`config.mk`:
```
export PLATFORM = sky130hd
export DESIGN_NAME = alu_rr_arbiter
export DESIGN_NICKNAME = d
export VERILOG_FILES = /design/src/rtl/alu_rr_arbiter.sv
export SDC_FILE = /design/constraint.sdc
export NUM_CORES = 1
export LEC_CHECK = 0
export ABC_AREA = 1
export ABC_CLOCK_PERIOD_IN_PS = 1500
export CAP_MARGIN = 20
export CORE_ASPECT_RATIO = 0.75
export CORE_UTILIZATION = 35
export CTS_BUF_LIST = sky130_fd_sc_hd__clkbuf_8 sky130_fd_sc_hd__clkbuf_16
export DETAILED_ROUTE_END_ITERATION = 10
export PLACE_DENSITY = 0.76
export SYNTH_ARGS = -nofsm -noshare
export SYNTH_HDL_FRONTEND = slang
export SYNTH_SLANG_ARGS = --single-unit
```
`constraint.sdc`:
```
create_clock -name clk -period 1.5 [get_ports clk]
set_clock_uncertainty 0.2 [all_clocks]
set_input_delay 0.45 -clock clk [delete_from_list [all_inputs] [get_ports clk]]
set_output_delay 0.45 -clock clk [all_outputs]
set_load 0.03 [all_outputs]
```
`src/rtl/alu_rr_arbiter.sv`:
```
// alu_rr_arbiter: shares one external combinational ALU between two requesters
// using round-robin arbitration.
//
// Each requester offers {sel, a, b} on a valid/ready handshake. A granted
// operation is held in the alu_sel/alu_a/alu_b registers for one EXEC cycle.
// The ALU result and flags are then captured into the rsp_* registers and
// returned on a single response channel tagged with the requester ID.
//
// Ports:
//   clk, rst_n               clock (rising edge), asynchronous active-low reset
//   reqN_valid/ready         request handshake for requester N (N = 0, 1)
//   reqN_sel/a/b             opcode and operands for requester N
//   alu_sel/a/b              registered drive to the ALU inputs
//   alu_out, alu_*           ALU result and flags (error, zero, carry, overflow)
//   rsp_valid/ready          response handshake
//   rsp_id                   requester that issued the response
//   rsp_out, rsp_*           registered ALU result and flags
//   busy                     high whenever the arbiter is not idle
//
// Optional build macro ALU_RR_ARBITER_STATS_EN adds the saturating CNT_W-bit
// counters stat_done0, stat_done1 and stat_err, which count response handshakes.
module alu_rr_arbiter #(
  parameter int unsigned WIDTH = 2,
  parameter int unsigned SEL_W = 4,
  parameter int unsigned CNT_W = 8
) (
  input  logic             clk,
  input  logic             rst_n,

  input  logic             req0_valid,
  output logic             req0_ready,
  input  logic [SEL_W-1:0] req0_sel,
  input  logic [WIDTH-1:0] req0_a,
  input  logic [WIDTH-1:0] req0_b,

  input  logic             req1_valid,
  output logic             req1_ready,
  input  logic [SEL_W-1:0] req1_sel,
  input  logic [WIDTH-1:0] req1_a,
  input  logic [WIDTH-1:0] req1_b,

  output logic [SEL_W-1:0] alu_sel,
  output logic [WIDTH-1:0] alu_a,
  output logic [WIDTH-1:0] alu_b,
  input  logic [WIDTH-1:0] alu_out,
  input  logic             alu_error,
  input  logic             alu_zero,
  input  logic             alu_carry,
  input  logic             alu_overflow,

  output logic             rsp_valid,
  input  logic             rsp_ready,
  output logic             rsp_id,
  output logic [WIDTH-1:0] rsp_out,
  output logic             rsp_error,
  output logic             rsp_zero,
  output logic             rsp_carry,
  output logic             rsp_overflow,

`ifdef ALU_RR_ARBITER_STATS_EN
  output logic [CNT_W-1:0] stat_done0,
  output logic [CNT_W-1:0] stat_done1,
  output logic [CNT_W-1:0] stat_err,
`endif

  output logic             busy
);

  // Elaboration-time parameter sanity checks.
  if (WIDTH < 1) begin : g_width_check
    $error("WIDTH must be at least 1");
  end
  if (SEL_W < 1) begin : g_sel_w_check
    $error("SEL_W must be at least 1");
  end
  if (CNT_W < 1) begin : g_cnt_w_check
    $error("CNT_W must be at least 1");
  end

  localparam logic [1:0] StIdle = 2'd0;
  localparam logic [1:0] StExec = 2'd1;
  localparam logic [1:0] StResp = 2'd2;

  logic [1:0]       state_q, state_d;
  logic             rr_ptr_q, rr_ptr_d;
  logic             issue_id_q, issue_id_d;
  logic [SEL_W-1:0] alu_sel_q, alu_sel_d;
  logic [WIDTH-1:0] alu_a_q, alu_a_d;
  logic [WIDTH-1:0] alu_b_q, alu_b_d;
  logic             rsp_valid_q, rsp_valid_d;
  logic             rsp_id_q, rsp_id_d;
  logic [WIDTH-1:0] rsp_out_q, rsp_out_d;
  // {error, zero, carry, overflow}
  logic [3:0]       rsp_flags_q, rsp_flags_d;

  logic             grant_valid;
  logic             grant_id;
  logic [SEL_W-1:0] grant_sel;
  logic [WIDTH-1:0] grant_a;
  logic [WIDTH-1:0] grant_b;

  // Grant selection. Ready is only offered in IDLE and never while reset is
  // asserted, so the combinational ready outputs read 0 during reset.
  always_comb begin
    grant_valid = 1'b0;
    grant_id    = 1'b0;
    if (rst_n && (state_q == StIdle)) begin
      if (req0_valid && req1_valid) begin
        grant_valid = 1'b1;
        grant_id    = rr_ptr_q;
      end else if (req0_valid) begin
        grant_valid = 1'b1;
        grant_id    = 1'b0;
      end else if (req1_valid) begin
        grant_valid = 1'b1;
        grant_id    = 1'b1;
      end
    end
  end

  assign grant_sel = grant_id ? req1_sel : req0_sel;
  assign grant_a   = grant_id ? req1_a   : req0_a;
  assign grant_b   = grant_id ? req1_b   : req0_b;

  assign req0_ready = grant_valid && !grant_id;
  assign req1_ready = grant_valid &&  grant_id;

  always_comb begin
    state_d     = state_q;
    rr_ptr_d    = rr_ptr_q;
    issue_id_d  = issue_id_q;
    alu_sel_d   = alu_sel_q;
    alu_a_d     = alu_a_q;
    alu_b_d     = alu_b_q;
    rsp_valid_d = rsp_valid_q;
    rsp_id_d    = rsp_id_q;
    rsp_out_d   = rsp_out_q;
    rsp_flags_d = rsp_flags_q;

    unique case (state_q)
      StIdle: begin
        if (grant_valid) begin
          alu_sel_d  = grant_sel;
          alu_a_d    = grant_a;
          alu_b_d    = grant_b;
          issue_id_d = grant_id;
          // The other requester wins the next tie.
          rr_ptr_d   = ~grant_id;
          state_d    = StExec;
        end
      end
      StExec: begin
        rsp_out_d   = alu_out;
        rsp_flags_d = {alu_error, alu_zero, alu_carry, alu_overflow};
        rsp_id_d    = issue_id_q;
        rsp_valid_d = 1'b1;
        state_d     = StResp;
      end
      StResp: begin
        if (rsp_ready) begin
          rsp_valid_d = 1'b0;
          state_d     = StIdle;
        end
      end
      default: begin
        // Unreachable encoding: recover to IDLE, dropping any response.
        rsp_valid_d = 1'b0;
        state_d     = StIdle;
      end
    endcase
  end

  always_ff @(posedge clk or negedge rst_n) begin
    if (!rst_n) begin
      state_q     <= StIdle;
      rr_ptr_q    <= 1'b0;
      issue_id_q  <= 1'b0;
      alu_sel_q   <= '0;
      alu_a_q     <= '0;
      alu_b_q     <= '0;
      rsp_valid_q <= 1'b0;
      rsp_id_q    <= 1'b0;
      rsp_out_q   <= '0;
      rsp_flags_q <= '0;
    end else begin
      state_q     <= state_d;
      rr_ptr_q    <= rr_ptr_d;
      issue_id_q  <= issue_id_d;
      alu_sel_q   <= alu_sel_d;
      alu_a_q     <= alu_a_d;
      alu_b_q     <= alu_b_d;
      rsp_valid_q <= rsp_valid_d;
      rsp_id_q    <= rsp_id_d;
      rsp_out_q   <= rsp_out_d;
      rsp_flags_q <= rsp_flags_d;
    end
  end

  assign alu_sel      = alu_sel_q;
  assign alu_a        = alu_a_q;
  assign alu_b        = alu_b_q;
  assign rsp_valid    = rsp_valid_q;
  assign rsp_id       = rsp_id_q;
  assign rsp_out      = rsp_out_q;
  assign rsp_error    = rsp_flags_q[3];
  assign rsp_zero     = rsp_flags_q[2];
  assign rsp_carry    = rsp_flags_q[1];
  assign rsp_overflow = rsp_flags_q[0];
  assign busy         = (state_q != StIdle);

`ifdef ALU_RR_ARBITER_STATS_EN
  localparam logic [CNT_W-1:0] CntOne = CNT_W'(1);

  logic             rsp_hs;
  logic [CNT_W-1:0] done0_q, done0_d;
  logic [CNT_W-1:0] done1_q, done1_d;
  logic [CNT_W-1:0] err_q, err_d;

  assign rsp_hs = rsp_valid_q && rsp_ready;

  // Saturating counters: hold at all-ones instead of wrapping.
  always_comb begin
    done0_d = done0_q;
    done1_d = done1_q;
    err_d   = err_q;
    if (rsp_hs) begin
      if (!rsp_id_q && !(&done0_q)) begin
        done0_d = done0_q + CntOne;
      end
      if (rsp_id_q && !(&done1_q)) begin
        done1_d = done1_q + CntOne;
      end
      if (rsp_flags_q[3] && !(&err_q)) begin
        err_d = err_q + CntOne;
      end
    end
  end

  always_ff @(posedge clk or negedge rst_n) begin
    if (!rst_n) begin
      done0_q <= '0;
      done1_q <= '0;
      err_q   <= '0;
    end else begin
      done0_q <= done0_d;
      done1_q <= done1_d;
      err_q   <= err_d;
    end
  end

  assign stat_done0 = done0_q;
  assign stat_done1 = done1_q;
  assign stat_err   = err_q;
`endif

endmodule

```
Word level (Yosys, flattened, before mapping)
Cells that the tools add are included.

storage, ports and cells
  flip-flop bits (word level) = 20
  input port bits = 27
  output and inout bits = 19
  logic and storage cells = 41

operators by class
  equality and inequality tests = 4
  multiplexer cells = 15
  bitwise logic cells = 2
  reduce and logical (&&, ||, !) cells = 10

operators by type and width
  operator                                        count
  two-way mux 1 bit                               8
  two-way mux 2 bit                               4
  case mux 2 bit (3 select lines)                 1
  AND reduction 2 bit                             3
  logical AND 1 bit                               4
  two-way mux 4 bit                               1
  inequality test 2 bit (second input constant)   2
  case mux 1 bit (3 select lines)                 1
  == test 2 x 1 -> 1 bit (second input constant)  1
  == test 2 bit (second input constant)           1
  zero test 2 bit                                 1
  inverter 1 bit                                  2
  nonzero test 2 bit                              1
  zero test 1 bit                                 1

Longest topological paths before layout
Gate-level depths: netlist (run 1).

  depth after elaboration = 6
  mapped depth = 6
  gate-level depth less buffers = 6

Worst setup path after synthesis (run 1)
OpenSTA, ideal clock, no wires.

  path kind = input to output
  start = in req1_valid
  end = out req1_ready
  data arrival time = 1.026 ns
  required time = 0.850 ns
  setup slack = -0.176 ns
  stages on the path = 4
  path buffers = 0
  cells stage by stage = inv_1 -> a21oi_2 -> nand2_1 -> inv_1

between the ends
  longest elaborated chain between the ends = 5
  elaborated cells between the ends (all ways) = 9
  those cells by class = 7 x mux; 2 x reduce/logical

ends and longest elaborated chain
  element                RTL line  RTL
  from (decl)            36        input logic req1_valid,
  two-way mux 1 bit      114       end else if (req1_valid) begin
  two-way mux 1 bit      111       end else if (req0_valid) begin
  two-way mux 1 bit      108       if (req0_valid && req1_valid) begin
  two-way mux 1 bit      107       if (rst_n && (state_q == StIdle)) begin
  logical AND 1 bit (*)  126       assign req1_ready = grant_valid && grant_id;
  to (decl)              37        output logic req1_ready,

Mark *: on every way between the ends. The rest lies on a longest branch, timed or not.

Worst setup path in the final report (run 1)
  start = reg state_q[0]
  end = out req0_ready

between the ends
  longest elaborated chain between the ends = 5
  elaborated cells between the ends (all ways) = 6
  those cells by class = 2 x mux; 4 x reduce/logical

ends and longest elaborated chain
  element                 RTL line  RTL
  from (decl)             84        logic [1:0] state_q, state_d;
  from (signal assigned)  175       state_q <= StIdle;
  from (signal assigned)  186       state_q <= state_d;
  zero test 2 bit (*)     107
  logical AND 1 bit (*)   107
  two-way mux 1 bit       107
  zero test 1 bit         125       assign req0_ready = grant_valid && !grant_id;
  logical AND 1 bit (*)   125
  to (decl)               31        output logic req0_ready,

Marked as above.

==> metrics, run 1 <==
outcome finished with violations; failing checks negative setup slack; delay of the slowest critical-path stage 390 ps; highest achievable clock rate 510 MHz; portion of the post-synthesis area used by sequential elements 0.536; total placed instance area 1430 sq um; via-per-instance ratio between 4 and 5; top cell type by total area after synthesis dfrtp_1; fraction of layout instances using a drive strength above 1 0.393; synthesis-stage register bit count 20; wire length of the first global-routing pass 3.71 mm; ratio of final minimum period to clock period 1.31; top post-synthesis cells by area dfrtp_1 54%, nand3_1 13%, o21ai_2 7.5%; deepest clock path buffer count 2; per-cell routed wire length approximately 13 microns; placement row count 15; post-route cell area 1630 sq um; headroom to the max-slew limit 0.825; die width 61.6 microns; Top FF cell, synth dfrtp_1; cell with the most instances after synthesis nand3_1; leading cell types by count after synthesis 24 x nand3_1, 20 x dfrtp_1, 17 x nand2_1, 15 x inv_1, 8 x o21ai_2; number of detailed-route iterations in the first pass 4; Initial Util 0.389; remaining design rule violation count 0; overall track demand over capacity in global routing 0.189; Hold WC Path Type in2async; Tmin final 1960 ps; Critical-path top delay cell dfrtp_1; synthesis-to-finish area growth 74.5%; Clock Sinks 20; Worst Tran Pin Value 263 ps; clock transition at the registers of the reported paths 80 ps; PwrDens 1940 nW/um^2; R2R Setup Slk 40 ps; buffer and inverter count on the worst path 3; initial antenna violation count 0; placed instance count 187; Post-synth ARST share 1.00; final-report setup violation count 3; area of the mapped netlist roughly 930 sq um; number of synthesis warnings 0; Critical Path Sink Type primary output; top-level port count 46; cells along the critical path nor2_2, buf_4, nand2_4, nor2_4, nand2_2, inv_2, buf_6; Fillers 216; count of unique library cells instantiated by Yosys 14; mean post-synth cell area approximately 9.2 sq um; IR Drop Worst-Case VDD 1.09 mV; number of antenna cells inserted 0; number of design-rule violations left by the first detailed-router iteration 63; Final GP Congestion 0.742; count of input and output buffers 45; unrepaired setup endpoints after global routing yes; biggest fanout along the worst timing path 2; portion of synthesized cell area occupied by the leading cell type 0.536; number of enable-type register cells in the synthesized netlist 0; total nets after synthesis around 130; count of mapped cells out of synthesis a little over 100; count of nets after finishing 191; Vias ~910; Critical Setup Path Class reg2out; crit-path leading delay family flip-flops; hpwl dp 1.80 mm; worst hold slack after final layout 183 ps; die height 46.7 microns; Layout Cells excl Fill 197; Place WS -700 ps; post-route antenna net violation count 0; overall power 3.16 mW; launching element type of the critical path register; CTS buffer count 3; Std-Cell Core Area 2400 sq um; number of global-route vias before repair 840; die outline area about 2900 sq um; Total Wirelength 2.52 mm; Worst Path Required 850 ps; CTS tree yes; largest net degree at the start of global routing 21; Pins Over Slew Limit 0; Pleak 0.802 nW; cell depth of the worst flop-to-flop path 8; critical path depth in cells 7; total of hold buffers inserted after clock tree synthesis 0; Final Worst Setup Slack -459 ps; number of levels the H-tree was split into 1; # Max-Cap Violations 0; GRT overflow 0; Arrival @ worst endpoint 1310 ps; Multi-input gate area 385 sq um; worst skew pair latency ~270 ps; Final Hold Violating Endpoints 0; flip-flop and latch area ~500 sq um; CTS root buf clkbuf_8
## routing by layer
layer / up-vias / track usage / wire, microns / part of all wire
met5: - / 0 / 0 / 0
met4: 0 / 0.0978 / 48 / 0.019
met3: 5 / 0.0506 / 102 / 0.040
met2: 21 / 0.314 / 1260 / 0.50
met1: 438 / 0.227 / 1110 / 0.44
li1: 450 / - / - / -
## report_power, final
part / leakage [nW] / switching [mW] / internal, mW
sequential: 0.247 / 0.168 / 0.786
combinational: 0.520 / 0.923 / 0.739
clock: 0.0357 / 0.191 / 0.357
## what timing repair did
action	CTS	global route
pin swaps	2	3
setup endpoints to repair	13	28
buffers inserted	9	7
resized for setup	23	11
## path summary, 6_finish.rpt
kind                                         from                      to
max reg2reg                state_q[0]$_DFFE_PN0P_  alu_sel[1]$_DFFE_PN0P_
max                        state_q[0]$_DFFE_PN0P_              req0_ready
min reg2reg                rsp_out[1]$_DFFE_PN0P_  rsp_out[1]$_DFFE_PN0P_
min in group clk           rsp_out[1]$_DFFE_PN0P_  rsp_out[1]$_DFFE_PN0P_
max in group asynchronous                   rst_n    alu_a[1]$_DFFE_PN0P_
min                                         rst_n  alu_sel[3]$_DFFE_PN0P_
## logic make-up after synthesis
kind of cell	after synthesis	synth area share
flops	20	0.536
buf+inv	20	0.114
compound gates	14	0.111
simple gates	48	0.239
## through the flow
step	TNS, ps	utilization
detailed placement	-5870	0.597
finish	-1140	0.678
floorplan	-207	-
global placement	-5490	0.597
CTS	-1240	0.653
global route	-1640	0.678
## layout make-up
type | instances | area share
Sequential cell | 20 | 0.307
Inverter | 17 | 0.0392
Multi-Input combinational cell | 62 | 0.237
Timing Repair Buffer | 60 | 0.347
Clock inverter | 1 | 0.0184
Clock buffer | 3 | 0.0253
Tap cell | 34 | 0.0261
## flip-flops by register name (all words and copies together), names as in the netlist
name and cells:
alu_a 2, alu_b 2, alu_sel 4, issue_id_q 1
rr_ptr_q 1, rsp_flags_q 4, rsp_id 1, rsp_out 2
rsp_valid 1, state_q 2
## cell usage in the layout, fill, tap and decap left out, drive strengths merged
cell,count
a21oi,1
buf,34
bufinv,1
clkbuf,3
clkdlybuf4s50,23
dfrtp,20
dlygate4sd2,3
inv,17
nand2,20
nand3,24
nor2,3
o21ai,13
or2,1
Note: power is estimated with default switching activity, not from simulation.
==> run 2: changes to the inputs <==
Settings changed: CTS_BUF_LIST sky130_fd_sc_hd__clkbuf_8 sky130_fd_sc_hd__clkbuf_16 to unset.
==> run 2 against run 1 <==
  * The flow still finishes with violations (negative setup slack)
  * Die area unchanged
  * Combinational power up 20%
  * Via count up 4.2%
  * Wire length up 9.0%
  * First-iteration DRC count fell by 11%
  * Sequential power grew 2.2%
  * Sequential cell count did not move
  * Final cell count rose by 6.1%
  * Global-route usage grew 1.0 points
  * Worst hold slack got worse by 33 ps
  * Critical path depth unchanged
  * Critical endpoint unchanged
==> metrics, run 2 (synthesis gave the netlist of run 1 again) <==
placed instance count 187; CTS buffer count 3; Pins Over Slew Limit 0; CTS tree yes; Arrival @ worst endpoint 1380 ps; clock transition at the registers of the reported paths 120 ps; Worst Path Required 850 ps; die outline area 2880 sq um; final-report setup violation count 24; Std-Cell Core Area roughly 2400 sq um; Pleak about 0.88 nW; Clock Sinks 20; worst hold slack after final layout 150 ps; number of detailed-route iterations in the first pass 4; flip-flop and latch area 500 sq um; Final Hold Violating Endpoints 0; number of global-route vias before repair 897; Multi-input gate area 392 sq um; most common library cell in the layout ignoring fill and taps nand3_1; biggest fanout along the worst timing path 2; Tmin final ~2000 ps; total placed instance area 1430 sq um; Critical Path Sink Type primary output; headroom to the max-slew limit 0.804; Fillers 190; CTS root buf clkbuf_4; wire length of the first global-routing pass 3.98 mm; fraction of layout instances using a drive strength above 1 0.434; remaining design rule violation count 0; highest achievable clock rate 492 MHz; number of design-rule violations left by the first detailed-router iteration 56; unrepaired setup endpoints after global routing yes; Critical-path top delay cell dfrtp_1; per-cell routed wire length 13.1 microns; worst r2r src state_q[0]$_DFFE_PN0P_; synthesis-to-finish area growth 88.6%; buffer and inverter count on the worst path 3; launching element type of the critical path register; die width a little over 60 microns; outcome finished with violations; failing checks negative setup slack; Final Core Density 0.733; die height approximately 47 microns; via-per-instance ratio 4.56; Final GP Congestion about 0.74; number of antenna cells inserted 0; largest net degree at the start of global routing 21; post-route cell area 1760 sq um; deepest clock path buffer count 2; placement row count 15; Crit. Startpoint state_q[0]$_DFFE_PN0P_; count of input and output buffers 45; overall track demand over capacity in global routing 0.199; Critical Setup Path Class reg2out; initial antenna violation count 0; post-route antenna net violation count 0; Initial Util 0.389; Vias 952; count of nets after finishing 203; delay of the slowest critical-path stage ~430 ps; Hold WC Path Type in2async; hpwl dp 1.80 mm; Layout Cells excl Fill 209; crit-path leading delay family flip-flops; Total Wirelength 2.75 mm; Worst Tran Pin Value 294 ps; ratio of final minimum period to clock period 1.35; top-level port count 46; Final Worst Setup Slack -532 ps; number of levels the H-tree was split into 1; most frequent cells in the layout 24 x nand3_1, 23 x clkdlybuf4s50_1, 22 x buf_6, 22 x buf_4, 20 x dfrtp_1; worst skew pair latency just over 300 ps; # Max-Cap Violations 0; GRT overflow 0; PwrDens just under 2000 nW/um^2; IR Drop Worst-Case VDD 0.927 mV; cells along the critical path nor2_4, buf_6, nand2_4, nor2_4, nand2_2, inv_2, buf_6
-- run 2: cell count changes in the layout (fill, tap and decap cells not counted), sizes merged --
cell  delta
buf     +12
-- run 2: layout make-up --
class | count | share of cell area
multi-input cells | 62 | 0.222
flip-flops and latches | 20 | 0.284
well taps | 34 | 0.0242
repair buffers | 72 | 0.403
inverters | 17 | 0.0362
clock inverters | 1 | 0.0171
clock buffers | 3 | 0.0128
-- run 2: timing repair --
item                                   CTS  global route
pin swaps                                2             2
endpoints found under the hold margin    0             0
hold buffers                             0             0
setup buffers                           16             7
resized for setup                       40             8
setup endpoints to repair               29            36
-- run 2: path summary, 6_finish.rpt --
check,depth (start not counted),slack [ps],to
setup / recovery,7,-530,req0_ready
hold / removal,2,150,alu_sel[0]$_DFFE_PN0P_
setup reg to reg,8,-70,rsp_flags_q[2]$_DFFE_PN0P_
hold reg to reg,2,320,rsp_flags_q[0]$_DFFE_PN0P_
max in group asynchronous,2,740,rsp_flags_q[2]$_DFFE_PN0P_
min in group clk,2,320,rsp_flags_q[0]$_DFFE_PN0P_
-- run 2: metal layers --
| metal | GRT usage | wire length [microns] |
|---|---|---|
| met5 | 0 | 0 |
| met4 | 0.0400 | 0 |
| met3 | 0.0562 | 161 |
| met2 | 0.355 | 1450 |
| met1 | 0.243 | 1140 |
-- run 2: power breakdown --
group | internal [mW] | leakage, nW | switching, mW
combinational | 1.00 | 0.602 | 0.993
sequential | 0.784 | 0.247 | 0.190
clock | 0.270 | 0.0279 | 0.173
-- run 2: per-stage QoR --
stage          TNS [ps]  power, mW  worst slack (ps)
3_5_place_dp      -5870       2.41              -700
5_1_grt           -3520       3.62              -600
3_3_place_gp      -5490       2.37              -657
4_1_cts           -1830       3.32              -538
2_1_floorplan      -207       1.81              -107
6_report          -1940       3.41              -532
==> run 3: changes to the inputs <==
Settings changed: CORE_MARGIN set to 10, SLEW_MARGIN set to 20.
==> run 3 against run 2 <==
  * The run still ends with negative setup slack left
  * Design area shrank 4.9%
  * Sequential power shrank 1%
  * Largest power group unchanged
  * Non-clock buffer count shrank 4
  * Clock power shrank 0.9%
  * Sequential share of layout area grew 1.5 points
  * Worst hold slack lost 59 ps
  * First-iteration DRC count shrank 39%
  * Final cell count shrank 0.96%
  * Via count grew 0.32%
  * Critical path depth shrank 1
  * Register-to-register slack gained 140 ps
==> metrics, run 3 (synthesis gave the netlist of run 1 again) <==
CP dominant cell by count nand2_2; number of design-rule violations left by the first detailed-router iteration 34; failing checks negative setup slack; Worst Path Required 850 ps; Layout Cells excl Fill 207; Initial Util 0.361; wire length of the first global-routing pass 4.78 mm; launching element type of the critical path register; Critical Setup Path Class reg2out; Crit. Startpoint state_q[0]$_DFFE_PN0P_; hpwl dp 2.22 mm; per-cell routed wire length 14.3 microns; cells along the critical path nor2_2, nand2_2, nor2_4, nand2_2, inv_2, buf_6; die height approximately 65 microns; Total Wirelength 2.97 mm; Critical Path Sink Type primary output; ratio of final minimum period to clock period 1.30; most frequent cells in the layout 24 x nand3_1, 23 x clkdlybuf4s50_1, 21 x buf_6, 21 x buf_4, 20 x dfrtp_1; Final GP Congestion 0.708; overall track demand over capacity in global routing 0.113; placed instance count 188; remaining design rule violation count 0; most common library cell in the layout ignoring fill and taps nand3_1; unrepaired setup endpoints after global routing yes; clock transition at the registers of the reported paths approximately 110 ps; Pleak 0.837 nW; cell depth of the worst flop-to-flop path 7; IR Drop Worst-Case VDD 1.26 mV; worst skew pair latency 300 ps; total of hold buffers inserted after clock tree synthesis 0; via-per-instance ratio 4.61; count of nets after finishing 199; highest achievable clock rate about 510 MHz; number of global-route vias before repair ~1000; top-level port count 46; biggest fanout along the worst timing path 2; deepest clock path buffer count 2; CTS root buf clkbuf_4; largest net degree at the start of global routing 21; placement row count 16; synthesis-to-finish area growth 79.4%; Tmin final 1950 ps; Std-Cell Core Area around 2600 sq um; Pins Over Slew Limit 0; R2R Setup Slk about 70 ps; fraction of layout instances using a drive strength above 1 0.398; number of levels the H-tree was split into 1; CTS buffer count 3; delay of the slowest critical-path stage ~400 ps; count of input and output buffers 45; # Max-Cap Violations 0; final-report setup violation count 16; die outline area 5150 sq um; number of detailed-route iterations in the first pass 4; post-route cell area between 1500 and 2000 sq um; Arrival @ worst endpoint 1300 ps; post-route antenna net violation count 0; Vias between 900 and 1000; GRT overflow 0; Final Worst Setup Slack -455 ps; Clock Sinks 20; Hold WC Path Type in2async; die width 79.6 microns; Worst Tran Pin Value between 200 and 300 ps; Final Hold Violating Endpoints 0; Critical-path top delay cell dfrtp_1; initial antenna violation count 0; reg-to-reg critical path endpoint rsp_flags_q[1]$_DFFE_PN0P_; CTS tree yes; total placed instance area 1420 sq um; outcome finished with violations; headroom to the max-slew limit 0.818; worst r2r src state_q[0]$_DFFE_PN0P_; number of antenna cells inserted 0; PwrDens 1950 nW/um^2
-- run 3: cell count changes in the layout (fill, tap and decap cells not counted) --
cell / previous run / this run
buf_12: 2 / 0
buf_4: 22 / 21
buf_6: 22 / 21
nand2_1: 12 / 14
nand2_2: 6 / 5
nand2_8: 1 / 0
nor2_2: 0 / 1
nor2_4: 2 / 1
o21ai_0: 4 / 5
o21ai_2: 8 / 7
or2_1: 0 / 1
or2_4: 1 / 0
-- run 3: worst max-delay path: cells and delay by family (launching register included) --
family	cells	cell delay (ps)
buffers and inverters	2	190
AND/OR/NAND/NOR	4	410
flip-flops	1	400
-- run 3: worst max path at each step --
stage | endpoint | slack (ps) | depth (start not counted)
final | req0_ready | -450 | 6
after floorplan | req0_ready | -110 | 5
after global placement | req0_ready | -630 | 6
after detailed placement | req0_ready | -690 | 6
after CTS | req0_ready | -490 | 6
after global routing | req0_ready | -570 | 6
-- run 3: repair_timing --
item	in CTS	in global routing
endpoints found under the setup margin	28	27
pin swaps	1	1
buffers inserted	8	7
endpoints found under the hold margin	0	0
gates resized for setup	32	5
-- run 3: layout make-up --
| type | instances | area, sq um |
|---|---|---|
| Multi-Input combinational cell | 62 | 362 |
| Inverter | 17 | 63.8 |
| Clock buffer | 3 | 22.5 |
| Fill cell | 217 | 908 |
| Timing Repair Buffer | 68 | 651 |
| Clock inverter | 1 | 30.0 |
| Sequential cell | 20 | 500 |
| Tap cell | 36 | 45.0 |
-- run 3: metrics by stage --
| step | utilization | worst slack, ps | TNS [ps] | power, mW | hold WS [ps] |
|---|---|---|---|---|---|
| final | 0.648 | -455 | -1250 | 3.26 | 91.2 |
| after global routing | 0.648 | -574 | -2230 | 3.46 | 107 |
| after CTS | 0.620 | -486 | -1440 | 3.17 | 89.9 |
| after detailed placement | 0.548 | -692 | -5730 | 2.40 | 276 |
| after global placement | 0.548 | -626 | -5330 | 2.35 | 264 |
| after floorplan | - | -107 | -207 | 1.81 | -45.6 |
-- run 3: layer usage --
layer,share of wire,GRT usage
met1,0.39,0.123
met2,0.48,0.192
met3,0.12,0.0647
met4,0.0024,0.0134
met5,0,0
-- run 3: power by group --
group	switching, mW	internal, mW
sequential	0.178	0.785
clock	0.168	0.270
combinational	0.960	0.896
total	1.31	1.95
